**src/rtl/seg7_pkg.sv**
```systemverilog
// Shared font table, polarity helpers and prescaler math for the 7-segment scanner.
package seg7_pkg;

   // Active-high g..a patterns for hex digits 0-F.
   localparam logic [6:0] FONT [16] = '{
      7'h3F, 7'h06, 7'h5B, 7'h4F, 7'h66, 7'h6D, 7'h7D, 7'h07,
      7'h7F, 7'h6F, 7'h77, 7'h7C, 7'h39, 7'h5E, 7'h79, 7'h71
   };

   function automatic logic [7:0] seg_off(input bit active_low);
      return active_low ? 8'hFF : 8'h00;
   endfunction

   function automatic logic an_off(input bit active_low);
      return active_low ? 1'b1 : 1'b0;
   endfunction

   function automatic int unsigned calc_div(input int unsigned clk_hz, input int unsigned scan_hz);
      return clk_hz / scan_hz;
   endfunction

endpackage

```
**src/rtl/seg7_font.sv**
```systemverilog
// Combinational hex nibble to active-high g..a segment pattern.
module seg7_font
   import seg7_pkg::*;
(
   input  logic [3:0] nibble_i,
   output logic [6:0] pattern_o
);

   assign pattern_o = FONT[nibble_i];

endmodule

```
**src/rtl/seg7_scan_driver.sv**
```systemverilog
// N-digit multiplexed 7-segment scanner with frame snapshot, gap and leading-zero blanking.
// Optional anode PWM dimming is enabled by defining SEG7_PWM_EN.
module seg7_scan_driver
   import seg7_pkg::*;
#(
   parameter int unsigned DIGITS         = 4,
   parameter int unsigned CLK_HZ         = 100_000_000,
   parameter int unsigned SCAN_HZ        = 1000,
   parameter int unsigned GAP_CYCLES     = 16,
   parameter bit          SEG_ACTIVE_LOW = 1'b1,
   parameter bit          AN_ACTIVE_LOW  = 1'b1
) (
   input  logic                clk,
   input  logic                rst,
   input  logic [4*DIGITS-1:0] digits,
   input  logic [DIGITS-1:0]   digit_en,
   input  logic [DIGITS-1:0]   dp,
   input  logic                blank_lz,
`ifdef SEG7_PWM_EN
   input  logic [3:0]          brightness,
`endif
   output logic [7:0]          seg,
   output logic [DIGITS-1:0]   an,
   output logic                frame_start
);

   localparam int unsigned       Div      = calc_div(CLK_HZ, SCAN_HZ);
   localparam int unsigned       CntW     = (Div > 1) ? $clog2(Div) : 1;
   localparam int unsigned       IdxW     = (DIGITS > 1) ? $clog2(DIGITS) : 1;
   localparam logic [CntW-1:0]   CntMax   = CntW'(Div - 1);
   localparam logic [CntW-1:0]   GapEnd   = CntW'(GAP_CYCLES);
   localparam logic [IdxW-1:0]   IdxMax   = IdxW'(DIGITS - 1);
   localparam logic [7:0]        SegOff   = seg_off(SEG_ACTIVE_LOW);
   localparam logic              AnOffBit = an_off(AN_ACTIVE_LOW);
   localparam logic [DIGITS-1:0] AnOff    = {DIGITS{AnOffBit}};

   logic [CntW-1:0]     cnt_q, cnt_d;
   logic [IdxW-1:0]     idx_q, idx_d;
   logic [4*DIGITS-1:0] digits_q, digits_d;
   logic [DIGITS-1:0]   en_q, en_d;
   logic [DIGITS-1:0]   dp_q, dp_d;
   logic                blank_q, blank_d;
   logic [7:0]          seg_q, seg_d;
   logic [DIGITS-1:0]   an_q, an_d;
   logic                fs_q, fs_d;
   logic                snap, show, lit, pwm_on, zero_run;
   logic [DIGITS-1:0]   lz_blank;
   logic [3:0]          nib_sel;
   logic                en_sel, dp_sel, lz_sel;
   logic [6:0]          font_pat;

   always_comb begin
      cnt_d = cnt_q + 1'b1;
      idx_d = idx_q;
      if (cnt_q == CntMax) begin
         cnt_d = '0;
         idx_d = (idx_q == IdxMax) ? '0 : idx_q + 1'b1;
      end
   end

   // Outputs are computed from the next shadow so the first slot of a frame uses fresh data.
   assign snap     = (cnt_q == '0) && (idx_q == '0);
   assign digits_d = snap ? digits   : digits_q;
   assign en_d     = snap ? digit_en : en_q;
   assign dp_d     = snap ? dp       : dp_q;
   assign blank_d  = snap ? blank_lz : blank_q;
   assign fs_d     = snap;
   assign show     = (cnt_q >= GapEnd);

`ifdef SEG7_PWM_EN
   localparam int unsigned SubW = (CntW > 4) ? CntW : 4;
   logic [3:0]      bright_q, bright_d;
   logic [SubW-1:0] sub;

   assign bright_d = snap ? brightness : bright_q;
   assign sub      = SubW'(cnt_q) - SubW'(GAP_CYCLES);
   assign pwm_on   = (sub[3:0] <= bright_d);

   always_ff @(posedge clk) begin
      if (rst) bright_q <= '0;
      else     bright_q <= bright_d;
   end
`else
   assign pwm_on = 1'b1;
`endif

   // Walk down from the most significant digit while every nibble so far is zero.
   always_comb begin
      zero_run = 1'b1;
      lz_blank = '0;
      for (int i = int'(DIGITS) - 1; i >= 1; i--) begin
         zero_run    = zero_run && (digits_d[4*i +: 4] == 4'h0);
         lz_blank[i] = blank_d && zero_run;
      end
   end

   always_comb begin
      nib_sel = '0;
      en_sel  = 1'b0;
      dp_sel  = 1'b0;
      lz_sel  = 1'b0;
      for (int i = 0; i < int'(DIGITS); i++) begin
         if (idx_q == IdxW'(i)) begin
            nib_sel = digits_d[4*i +: 4];
            en_sel  = en_d[i];
            dp_sel  = dp_d[i];
            lz_sel  = lz_blank[i];
         end
      end
   end

   seg7_font u_font (
      .nibble_i  (nib_sel),
      .pattern_o (font_pat)
   );

   assign lit = show && en_sel && !lz_sel;

   always_comb begin
      seg_d = SegOff;
      an_d  = AnOff;
      if (lit) begin
         seg_d = SEG_ACTIVE_LOW ? ~{dp_sel, font_pat} : {dp_sel, font_pat};
         for (int i = 0; i < int'(DIGITS); i++) begin
            if ((idx_q == IdxW'(i)) && pwm_on) an_d[i] = ~AnOffBit;
         end
      end
   end

   always_ff @(posedge clk) begin
      if (rst) begin
         cnt_q    <= '0;
         idx_q    <= '0;
         digits_q <= '0;
         en_q     <= '0;
         dp_q     <= '0;
         blank_q  <= 1'b0;
         seg_q    <= SegOff;
         an_q     <= AnOff;
         fs_q     <= 1'b0;
      end else begin
         cnt_q    <= cnt_d;
         idx_q    <= idx_d;
         digits_q <= digits_d;
         en_q     <= en_d;
         dp_q     <= dp_d;
         blank_q  <= blank_d;
         seg_q    <= seg_d;
         an_q     <= an_d;
         fs_q     <= fs_d;
      end
   end

   assign seg         = seg_q;
   assign an          = an_q;
   assign frame_start = fs_q;

endmodule
```
**config.mk**
```make
export PLATFORM = sky130hd
export DESIGN_NAME = seg7_scan_driver
export DESIGN_NICKNAME = d
export VERILOG_FILES = /design/src/rtl/seg7_pkg.sv /design/src/rtl/seg7_font.sv /design/src/rtl/seg7_scan_driver.sv
export SDC_FILE = /design/constraint.sdc
export NUM_CORES = 1
export LEC_CHECK = 0
export BUFFER_PORTS_ARGS = -buffer_cell sky130_fd_sc_hd__buf_2
export CORE_ASPECT_RATIO = 1.5
export CORE_MARGIN = 1
export CORE_UTILIZATION = 50
export CTS_BUF_LIST = sky130_fd_sc_hd__clkbuf_16
export DETAILED_ROUTE_END_ITERATION = 10
export GPL_ROUTABILITY_DRIVEN = 0
export GPL_TIMING_DRIVEN = 0
export PLACE_DENSITY = 0.71
export REMOVE_ABC_BUFFERS = 1
export SETUP_SLACK_MARGIN = 0.5
export SLEW_MARGIN = 0
export SYNTH_ARGS = -nofsm -noshare
export SYNTH_HDL_FRONTEND = slang
export SYNTH_SLANG_ARGS = --single-unit
```
**constraint.sdc**
```tcl
create_clock -name clk -period 4.7 [get_ports clk]
set_clock_uncertainty 0.05 [all_clocks]
set_input_delay 1.175 -clock clk [delete_from_list [all_inputs] [get_ports clk]]
set_output_delay 1.175 -clock clk [all_outputs]
set_load 0.005 [all_outputs]
```
**Yosys cells after proc, flatten, opt, wreduce, memory -nomap -nowiden**

Memory sizes are Yosys's and may differ from the RTL's.
Index checks and enable logic that the tools add are counted.

- Mux-type cells: 26
- $lt $le $gt $ge: 2
- $add $sub $neg: 2
- Bitwise gates (word level): 3
- Equal/unequal tests: 4
- Reductions and logical operators: 16

Operators with widths:

| kind | number |
|---|---|
| $mux W4 | 6 |
| $add A17 B1 Y17 const B | 1 |
| $eq A17 B17 Y1 const B | 1 |
| $ge A17 B5 Y1 const B | 1 |
| $logic_not A17 Y1 | 1 |
| $mux W1 | 16 |
| $mux W16 | 1 |
| $mux W7 | 2 |
| $logic_not A4 Y1 | 3 |
| $logic_and A1 B1 Y1 | 8 |
| $not A8 Y8 | 1 |
| $ge A5 B5 Y1 const B | 1 |
| $not A4 Y5 | 1 |
| $eq A2 B2 Y1 const B | 2 |
| $reduce_or A2 Y1 | 2 |
| $add A2 B1 Y2 const B | 1 |
| $eq A2 B1 Y1 const B | 1 |
| $logic_not A2 Y1 | 1 |
| $mux W2 | 1 |
| $logic_not A1 Y1 | 1 |
| $not A1 Y1 | 1 |

- Word-level logic and storage cells: 63
- Memory bits (read-only): 112
- Memories kept: 1
- Bits in registers: 57

Memory list:

| memory | words | bits a word | rd ports | clocked after memory_dff | wr ports | line | RTL |
|---|---|---|---|---|---|---|---|
| (name not given) | 16 | 7 | 1 | 0 | 0 | seg7_font.sv:9 | `assign pattern_o = FONT[nibble_i];` |

**Logic depth before layout (Yosys ltp)**

Gate-level depths: netlist of run 1.

- Depth in word-level cells: 14
- Mapped depth: 14
- Depth with buffers taken out: 12

**Hierarchy**

From an unflattened synthesis of run 1, not the netlist that was laid out.

- Cells, all modules: 313
- Area total of the unflattened synthesis: 2866.5 um2

Modules (own cells, without submodules):

| module | cells each | instances | area each (um2) |
|---|---|---|---|
| seg7_scan_driver | 280 | 1 | 2576.2 |
| seg7_font | 33 | 1 | 290.3 |

**Worst setup path after synthesis of run 1**

OpenSTA, ideal clock, no wires.

- Kind: register -> register
- Start point: register idx_q[0]
- End point: register seg_q[3], in the netlist seg[3]
- Stages on the path, launching flop included: 15
- Arrival time: 2616 ps
- Setup time: 126 ps
- Clock period less this slack: 2792 ps
- Data required time: 4524 ps
- Setup slack: 1908 ps
- Path through: dfxtp_1 > inv_1 > ha_1 > nor4bb_1 > buf_2 > nand2_1 > buf_2 > mux2i_1 > a22o_1 > a31o_2 > inv_1 > ha_1 > mux2_2 > nand2_1 > o211ai_1

- Word-level cells in the longest chain between the ends: 14

Ends and longest elaborated chain:

| what | line | RTL |
|---|---|---|
| from (decl) | seg7_scan_driver.sv:38 | `logic [IdxW-1:0] idx_q, idx_d;` |
| from (signal assigned) | seg7_scan_driver.sv:143 | `idx_q <= idx_d;` |
| branches (longest 14 deep; another with $mem_v2 Z16 W7) | n/a |  |
| to (signal assigned) | seg7_scan_driver.sv:138 | `seg_q <= SegOff;` |
| to (signal assigned) | seg7_scan_driver.sv:148 | `seg_q <= seg_d;` |
| to (decl) | seg7_scan_driver.sv:43 | `logic [7:0] seg_q, seg_d;` |

Parallel ways; which one is timed is not known. The select of a mux whose other input is x is not followed.
A chain may end at the register's enable or synchronous reset.

**Worst setup path after layout of run 1**

Ends and elaborated chain as after synthesis.

==> results of run 1 <==
[power by group]
part / switching (µW) / internal, µW / leakage [µW]
sequential: 12.2 / 509 / 0.000465
clock: 204 / 397 / 0.000138
combinational: 106 / 71.4 / 0.000691
[per-stage QoR]
stage	instances	hold WS, ns	total power (µW)	TNS (ns)
after detailed placement	403	0.398	705	0
after CTS	417	0.407	1310	0
final	417	0.411	1300	0
after global placement	403	0.387	700	-0.361
after global routing	417	0.437	1350	0
after floorplan	296	0.376	654	0
[cell families (layout without fill, tap and decap cells)]
logic type,after synthesis,in the layout,share of synthesized area
adders and majority gates,12,12,0.0544
and+or+nand+nor,132,132,0.238
AOI/OAI and AO/OA,55,55,0.145
DFF,57,57,0.414
muxes,18,18,0.0662
buffers and inverters,24,62,0.0413
xor gates and xnor gates,13,13,0.0413
[area by class of cell]
cell class | instances | share of cell area
clock buffer | 9 | 0.0693
clock inverter | 5 | 0.0150
inverter | 9 | 0.0104
multi-input combinational | 230 | 0.468
sequential | 57 | 0.351
tap | 68 | 0.0262
timing repair buffer | 39 | 0.0600
[worst max-delay path by stage]
stage	end	slack [ns]	cells after the start
floorplan	seg[3]$_SDFF_PP1_	1.01	12
global placement	seg[3]$_SDFF_PP1_	-0.16	12
detailed placement	seg[3]$_SDFF_PP1_	0.33	12
CTS	seg[3]$_SDFF_PP1_	0.63	12
global route	seg[3]$_SDFF_PP1_	0.71	12
finish	seg[3]$_SDFF_PP1_	1.01	12
[synth_stat cells (3+ instances only)]
library cell  count  area (µm²)
clkbuf_1          7        26.3
nand4_1           4        25.0
xnor2_1           6        52.6
o21ai_0           8        40.0
nand3_1          16        80.1
nand2_1          38         143
o211ai_1          4        30.0
nor3_1            6        30.0
xor2_1            7        61.3
a21oi_1          19        95.1
nor4_1            5        31.3
and3_1            5        31.3
ha_1             12         150
buf_2             4        20.0
nand2b_1          5        31.3
buf_4             3        22.5
nor2b_1           3        18.8
dfxtp_1          57        1140
nor2_1           36         135
mux2i_1          16         160
inv_1             9        33.8
[registers in the layout, indices dropped and copies added (netlist names)]
signal and flops:
an 4, blank_q 1, cnt_q 17, digits_q 16, dp_q 4, en_q 4
frame_start 1, idx_q 2, seg 8
[repair_timing]
action                     4_1_cts  5_1_grt
cloned                           0        0
gates resized for setup          1        1
hold endpoints to repair         0        0
setup endpoints to repair        7        3
[metal layers]
layer	part of all wire	vias to the layer above
li1	-	1164
met1	0.39	1092
met2	0.54	48
met3	0.029	15
met4	0.035	0
met5	0	-
==> impl_metrics.env, run 1 <==
export IMPL_synth_warnings=0
export IMPL_syn_area_um2=2760
export IMPL_setup_viol=0
export IMPL_slew_violations=0
export IMPL_synthCells=311
export IMPL_antenna_found_initial=0
export IMPL_start_util=0.526
export IMPL_grt_total_usage=0.228
export IMPL_hp_class="flip-flop to flip-flop"
export IMPL_crit_family="simple AND/OR/NAND/NOR gates"
export IMPL_top_usage_layer="met2"
export IMPL_r2r_worst_path_cells=12
export IMPL_io_buffer_count=39
export IMPL_min_path_cells=1
export IMPL_cts_root_buf="clkbuf_16"
export IMPL_rows=32
export IMPL_yosysSeqAreaShare=0.414
export IMPL_use_met3=0.0585
export IMPL_cp_buffers_inverters=2
export IMPL_drive_above_1_share=0.203
export IMPL_clkTransAtPathRegs_ns=0.05
export IMPL_syn_to_final_growth_pct=17.8
export IMPL_synth_flop_cell="dfxtp_1"
export IMPL_wl_per_cell_um=14.5
export IMPL_clockBufferDepth=2
export IMPL_hold_violations=0
export IMPL_max_freq_ghz=0.271
export IMPL_fin_util=0.620
export IMPL_cp_data_required_time_ns=4.81
export IMPL_grt_max_degree=31
export IMPL_crit_type="flip-flop to flip-flop"
export IMPL_layout_common_cells="dfxtp_1 (57), buf_2 (39), nand2_1 (37)"
export IMPL_final_area_um2=3250
export IMPL_place_ws_ns=0.334
export IMPL_p_per_area_nw_per_um2=400
export IMPL_crit_start="idx_q[0]$_SDFFE_PP0P_"
export IMPL_whs_endpoint="cnt_q[0]$_SDFF_PP0_"
export IMPL_layout_commonest_cell="dfxtp_1"
export IMPL_via_per_inst=5.56
export IMPL_dieArea_um2=5820
export IMPL_dr_pass1_iters=4
export IMPL_cts_tree="done"
export IMPL_dpl_hpwl_um=4370
export IMPL_synth_seq_cells=57
export IMPL_avgSynthCellArea_um2=8.87
export IMPL_maxSlewHeadroom=0.467
export IMPL_min_period_ns=3.69
export IMPL_via_count=2319
export IMPL_grt_overflow_total=0
export IMPL_nets=385
export IMPL_vdd_ir_drop_worst_uv=276
export IMPL_min_from="cnt_q[0]$_SDFF_PP0_"
export IMPL_grt_pass1_wl_um=10200
export IMPL_end_kind="flip-flop"
export IMPL_drc=0
export IMPL_async_flop_share=0
export IMPL_cts_buffers=9
export IMPL_max_stage_delay_ns=0.65
export IMPL_setup_ws_ns=1.01
export IMPL_rsz0062_at_grt="false"
export IMPL_synth_cell_types=54
export IMPL_clock_latency_ns=0.33
export IMPL_max_slew_worst_pin_slew_ns=0.799
export IMPL_timing_rr_start="idx_q[0]$_SDFFE_PP0P_"
export IMPL_fillers=471
export IMPL_die_width_um=62.7
export IMPL_path_cells="inv_1, ha_1, nor4bb_4, nand2_2, mux2i_1, a22o_1, a31o_2, inv_1, ha_1, mux2_2, nand2_1, o211ai_1"
export IMPL_cts_sinks=57
export IMPL_grt_pass1_vias=2283
export IMPL_ctsHoldBuffers=0
export IMPL_drtIter0Drc=79
export IMPL_postRouteAntennaNets=0
export IMPL_place_area_um2=2970
export IMPL_ios=40
export IMPL_finalCritPeriodShare=0.784
export IMPL_htreeDepth=3
export IMPL_multi_input_area_um2=1520
export IMPL_synth_edf_count=0
export IMPL_die_h_um=93.0
export IMPL_status="complete, no violations"
export IMPL_core_area_um2=5250
export IMPL_r2r_end="seg[3]$_SDFF_PP1_"
export IMPL_seq_area_um2=1140
export IMPL_leakagePower_uw=0.00130
export IMPL_worst_r2r_setup_slack_ns=1.01
export IMPL_drv_cap=0
export IMPL_arrival_ns=3.80
export IMPL_wl_um=6050
export IMPL_post_cts_buffers=0
export IMPL_grtUsageMet1=0.222
export IMPL_cpMaxStageDelayCell="nor4bb_4"
export IMPL_use_met2=0.423
export IMPL_antenna_diode_count=0
export IMPL_cp_max_fo=23
export IMPL_critPathLaunchType="flip-flop"
Note: power is estimated with default switching activity, not from simulation.
==> run 2, diff against run 1 <==
clock period = 3.45 ns   (was 4.7 ns; I/O delays follow)
==> run 2 against run 1 <==
Largest power group unchanged. Sequential share of layout area shrank 1.6 points. Via count grew 5.7%. Critical endpoint unchanged. Fmax rose by 31%. Clock-buffer cell count stayed put. Critical path depth unchanged. Setup slack lost 0.37 ns. Cell area rose by 4.9%. Sequential power rose by 36%. Clock power grew 36%. Core utilization rose by 3.0 points.
==> impl_metrics.env, run 2 (synthesis results as in run 1) <==
export IMPL_status="complete, no violations"
export IMPL_layout_commonest_cell="dfxtp_1"
export IMPL_p_per_area_nw_per_um2=531
export IMPL_io_buffer_count=39
export IMPL_layout_common_cells="dfxtp_1 (57), buf_2 (39), nand2_1 (37)"
export IMPL_syn_to_final_growth_pct=23.6
export IMPL_grt_total_usage=0.239
export IMPL_fillers=454
export IMPL_arrival_ns=2.96
export IMPL_cp_max_fo=10
export IMPL_core_area_um2=5250
export IMPL_critPathLaunchType="flip-flop"
export IMPL_fin_util=0.650
export IMPL_hp_class="flip-flop to flip-flop"
export IMPL_clockBufferDepth=2
export IMPL_cts_root_buf="clkbuf_16"
export IMPL_maxSlewHeadroom=0.483
export IMPL_leakagePower_uw=0.00138
export IMPL_via_count=2451
export IMPL_multi_input_area_um2=1580
export IMPL_max_freq_ghz=0.357
export IMPL_die_width_um=62.7
export IMPL_grt_pass1_vias=2340
export IMPL_finalNonFillerCells=431
export IMPL_ctsHoldBuffers=0
export IMPL_place_ws_ns=-0.916
export IMPL_ios=40
export IMPL_drive_above_1_share=0.251
export IMPL_clock_latency_ns=0.33
export IMPL_hold_violations=0
export IMPL_dpl_hpwl_um=4370
export IMPL_via_per_inst=5.69
export IMPL_worst_r2r_setup_slack_ns=0.65
export IMPL_place_area_um2=2970
export IMPL_rsz0062_at_grt="false"
export IMPL_drv_cap=0
export IMPL_cts_buffers=9
export IMPL_die_h_um=93.0
export IMPL_seq_area_um2=1140
export IMPL_min_period_ns=2.80
export IMPL_grt_pass1_wl_um=10600
export IMPL_grt_overflow_total=0
export IMPL_max_slew_worst_pin_slew_ns=0.769
export IMPL_crit_type="flip-flop to flip-flop"
export IMPL_nets=399
export IMPL_htreeDepth=3
export IMPL_clkTransAtPathRegs_ns=0.05
export IMPL_wl_per_cell_um=15.1
export IMPL_whs_ns=0.405
export IMPL_wl_um=6510
export IMPL_slew_violations=0
export IMPL_final_area_um2=3410
export IMPL_drc=0
export IMPL_end_kind="flip-flop"
export IMPL_setup_viol=0
export IMPL_vdd_ir_drop_worst_uv=379
export IMPL_setup_ws_ns=0.647
export IMPL_start_util=0.526
export IMPL_cts_tree="done"
export IMPL_drtIter0Drc=87
export IMPL_grt_max_degree=31
export IMPL_largest_register_ff_count=17
export IMPL_largest_register="cnt_q"
export IMPL_dr_pass1_iters=4
export IMPL_rows=32
export IMPL_antenna_diode_count=0
export IMPL_postRouteAntennaNets=0
export IMPL_finalCritPeriodShare=0.812
export IMPL_dieArea_um2=5820
export IMPL_placed_cells=403
export IMPL_antenna_found_initial=0
export IMPL_cts_sinks=57
export IMPL_cp_data_required_time_ns=3.60
run 2: per-layer routing:
layer | vias to the layer above | global-route usage | share of wire
met1 | 1190 | 0.242 | 0.40
met4 | 0 | 0.147 | 0.033
li1 | 1193 | - | -
met3 | 17 | 0.0573 | 0.034
met5 | - | 0 | 0
met2 | 51 | 0.435 | 0.53
run 2: path summary, 6_finish.rpt:
check	from	endpoint	cells past startpoint
worst max-delay path	idx_q[0]$_SDFFE_PP0P_	seg[3]$_SDFF_PP1_	12
worst min-delay path	digits_q[3]$_SDFF_PP0_	digits_q[3]$_SDFF_PP0_	2
worst max register to register	idx_q[0]$_SDFFE_PP0P_	seg[3]$_SDFF_PP1_	12
worst min register to register	digits_q[3]$_SDFF_PP0_	digits_q[3]$_SDFF_PP0_	2
run 2: final cells by class:
| class | instances | area share |
|---|---|---|
| Multi-Input combinational cell | 231 | 0.464 |
| Sequential cell | 57 | 0.335 |
| Timing Repair Buffer | 52 | 0.0859 |
| Clock buffer | 9 | 0.0661 |
| Tap cell | 68 | 0.0250 |
| Clock inverter | 5 | 0.0143 |
| Inverter | 9 | 0.00991 |
run 2: worst max-delay path, stage by stage (launching register included):
cell,delay [ns]
dfxtp_1,0.34
inv_1,0.14
ha_4,0.21
nor4bb_4,0.33
nand2_4,0.18
mux2i_1,0.28
nand2b_1,0.14
a31o_2,0.20
inv_1,0.12
ha_1,0.27
mux2_2,0.27
nand2_1,0.06
o211ai_1,0.08
run 2: timing repair:
action,CTS,global route
endpoints found under the hold margin,0,0
setup buffers,7,6
pin swaps,5,2
gates resized for setup,7,6
cloned,1,0
setup endpoints to repair,29,12
run 2: where the power goes:
| group | internal (µW) | total (µW) | switching [µW] |
|---|---|---|---|
| Combinational | 124 | 283 | 158 |
| Clock | 541 | 819 | 277 |
| Sequential | 694 | 711 | 17.1 |
| Total | 1360 | 1810 | 453 |
run 2: stage by stage:
| stage | total power, µW | setup TNS (ns) |
|---|---|---|
| 3_3_place_gp | 954 | -17.59 |
| 3_5_place_dp | 960 | -8.70 |
| 4_1_cts | 1800 | 0 |
| 6_report | 1810 | 0 |
| 2_1_floorplan | 891 | -1.04 |
| 5_1_grt | 1880 | 0 |
==> run 3, diff against run 2 <==
clock period = 2.7 ns   (was 3.45 ns; I/O delays follow)
==> run 3 against run 2 <==
Via count increased by 5.5%. Critical path depth decreased by 2. Worst hold slack improved by 0.013 ns.
==> impl_metrics.env, run 3 (synthesis results as in run 1) <==
export IMPL_seq_area_um2=1150
export IMPL_fillers=376
export IMPL_status="complete, no violations"
export IMPL_grt_max_degree=31
export IMPL_seq_power_share=0.375
export IMPL_rsz0062_at_grt="true"
export IMPL_setup_worst_path_end="seg[3]$_SDFF_PP1_"
export IMPL_clkTransAtPathRegs_ns=0.05
export IMPL_wl_um=7350
export IMPL_max_slew_worst_pin_slew_ns=0.558
export IMPL_setup_viol=0
export IMPL_grt_overflow_total=0
export IMPL_p_comb_frac=0.193
export IMPL_drive_above_1_share=0.367
export IMPL_die_h_um=93.0
export IMPL_crit_start="cnt_q[11]$_SDFF_PP0_"
export IMPL_slew_violations=0
export IMPL_p_per_area_nw_per_um2=643
export IMPL_end_kind="flip-flop"
export IMPL_dr_pass1_iters=4
export IMPL_r2r_end="seg[3]$_SDFF_PP1_"
export IMPL_multi_input_area_um2=1790
export IMPL_setup_ws_ns=0.0755
export IMPL_place_ws_ns=-1.67
export IMPL_layout_common_cells="dfxtp_1 (52), buf_2 (39), nor2_1 (36)"
export IMPL_intPower_uw=1800
export IMPL_cts_tree="done"
export IMPL_nets=415
export IMPL_largest_register_ff_count=17
export IMPL_grt_pass1_wl_um=11600
export IMPL_drtIter0Drc=141
export IMPL_clock_latency_ns=0.33
export IMPL_arrival_ns=2.78
export IMPL_rows=32
export IMPL_syn_to_final_growth_pct=36.8
export IMPL_antenna_found_initial=0
export IMPL_io_buffer_count=39
export IMPL_hold_violations=0
export IMPL_cp_data_required_time_ns=2.86
export IMPL_clockPowerShare=0.433
export IMPL_min_period_ns=2.62
export IMPL_switching_share=0.260
export IMPL_finalCritPeriodShare=0.972
export IMPL_critPathLaunchType="flip-flop"
export IMPL_cts_sinks=57
export IMPL_layout_commonest_cell="dfxtp_1"
export IMPL_antenna_diode_count=0
export IMPL_crit_type="flip-flop to flip-flop"
export IMPL_clockBufferDepth=2
export IMPL_cts_root_buf="clkbuf_16"
export IMPL_highest_layer="met4"
export IMPL_via_per_inst=5.79
export IMPL_cp_max_fo=8
export IMPL_maxSlewHeadroom=0.628
export IMPL_drv_cap=0
export IMPL_grt_pass1_vias=2541
export IMPL_vdd_ir_drop_worst_uv=420
export IMPL_largest_register="cnt_q"
export IMPL_ctsHoldBuffers=0
export IMPL_wl_per_cell_um=16.4
export IMPL_wl_met2_um=3890
export IMPL_dieArea_um2=5820
export IMPL_grt_total_usage=0.263
export IMPL_wl_met1_um=2750
export IMPL_postRouteAntennaNets=0
export IMPL_die_width_um=62.7
export IMPL_ios=40
export IMPL_r2r_worst_path_cells=10
export IMPL_via_count=2587
export IMPL_worst_r2r_setup_slack_ns=0.08
export IMPL_fin_util=0.720
export IMPL_start_util=0.526
export IMPL_hp_class="flip-flop to flip-flop"
export IMPL_max_freq_ghz=0.381
export IMPL_drc=0
export IMPL_power_uw=2430
export IMPL_met3_length_um=333
export IMPL_leakagePower_uw=0.00150
export IMPL_dpl_hpwl_um=4370
export IMPL_timing_rr_start="cnt_q[11]$_SDFF_PP0_"
export IMPL_p_switching_uw=631
export IMPL_core_area_um2=5250
export IMPL_cts_buffers=9
export IMPL_htreeDepth=3
[run 3: changes by cell type in the layout (fill, tap and decap cells not counted), sizes merged]
| cell | delta |
|---|---|
| buf | +16 |
[run 3: metrics by stage]
stage / TNS [ns] / hold WS, ns / cell area, µm² / instances
3_5_place_dp: -25.08 / 0.398 / 2970 / 403
2_1_floorplan: -10.01 / 0.376 / 2680 / 296
3_3_place_gp: -40.00 / 0.387 / 2960 / 403
5_1_grt: -0.0398 / 0.446 / 3770 / 447
6_report: 0 / 0.418 / 3770 / 447
4_1_cts: 0 / 0.407 / 3670 / 441
[run 3: how the worst min path moves through the flow]
stage,start,to,depth (start not counted)
2_1_floorplan,cnt_q[0]$_SDFF_PP0_,cnt_q[0]$_SDFF_PP0_,1
3_3_place_gp,cnt_q[0]$_SDFF_PP0_,cnt_q[0]$_SDFF_PP0_,1
3_5_place_dp,digits_q[3]$_SDFF_PP0_,digits_q[3]$_SDFF_PP0_,2
4_1_cts,digits_q[3]$_SDFF_PP0_,digits_q[3]$_SDFF_PP0_,2
5_1_grt,blank_q$_SDFF_PP0_,blank_q$_SDFF_PP0_,2
6_report,digits_q[0]$_SDFF_PP0_,digits_q[0]$_SDFF_PP0_,2
[run 3: layout make-up]
class / instances / area share
clock buffers: 9 / 0.0597
clock inverters: 5 / 0.0129
inverters: 9 / 0.0103
multi-input cells: 231 / 0.473
flip-flops and latches: 57 / 0.305
well taps: 68 / 0.0225
repair buffers: 68 / 0.116
[run 3: timing repair]
action | CTS | global route
setup buffers | 23 | 6
gates resized for setup | 57 | 14
setup endpoints to repair | 48 | 12
pin swaps | 20 | 9
gates cloned | 1 | 0
[run 3: worst max-delay path, stage by stage (launching register included)]
cell and delay (ns):
dfxtp_4 0.35, nor4_4 0.33, and4_4 0.34, nand2_8 0.11
mux2i_4 0.21, a22o_1 0.24, a31o_4 0.25, ha_4 0.28
nor2_1 0.05, a21oi_2 0.17, o211ai_1 0.11
[run 3: layer usage]
layer / GRT usage / up-vias
li1: - / 1214
met1: 0.254 / 1258
met2: 0.486 / 85
met3: 0.0622 / 30
met4: 0.184 / 0
met5: 0 / -
[run 3: power by group through the flow]
stage | Clock [µW] | Combinational [µW] | Sequential (µW)
after floorplan | 0 | 222 | 917
after global placement | 0 | 298 | 920
after detailed placement | 0 | 305 | 922
after CTS | 1060 | 422 | 908
after global routing | 1110 | 500 | 911
final | 1050 | 468 | 909
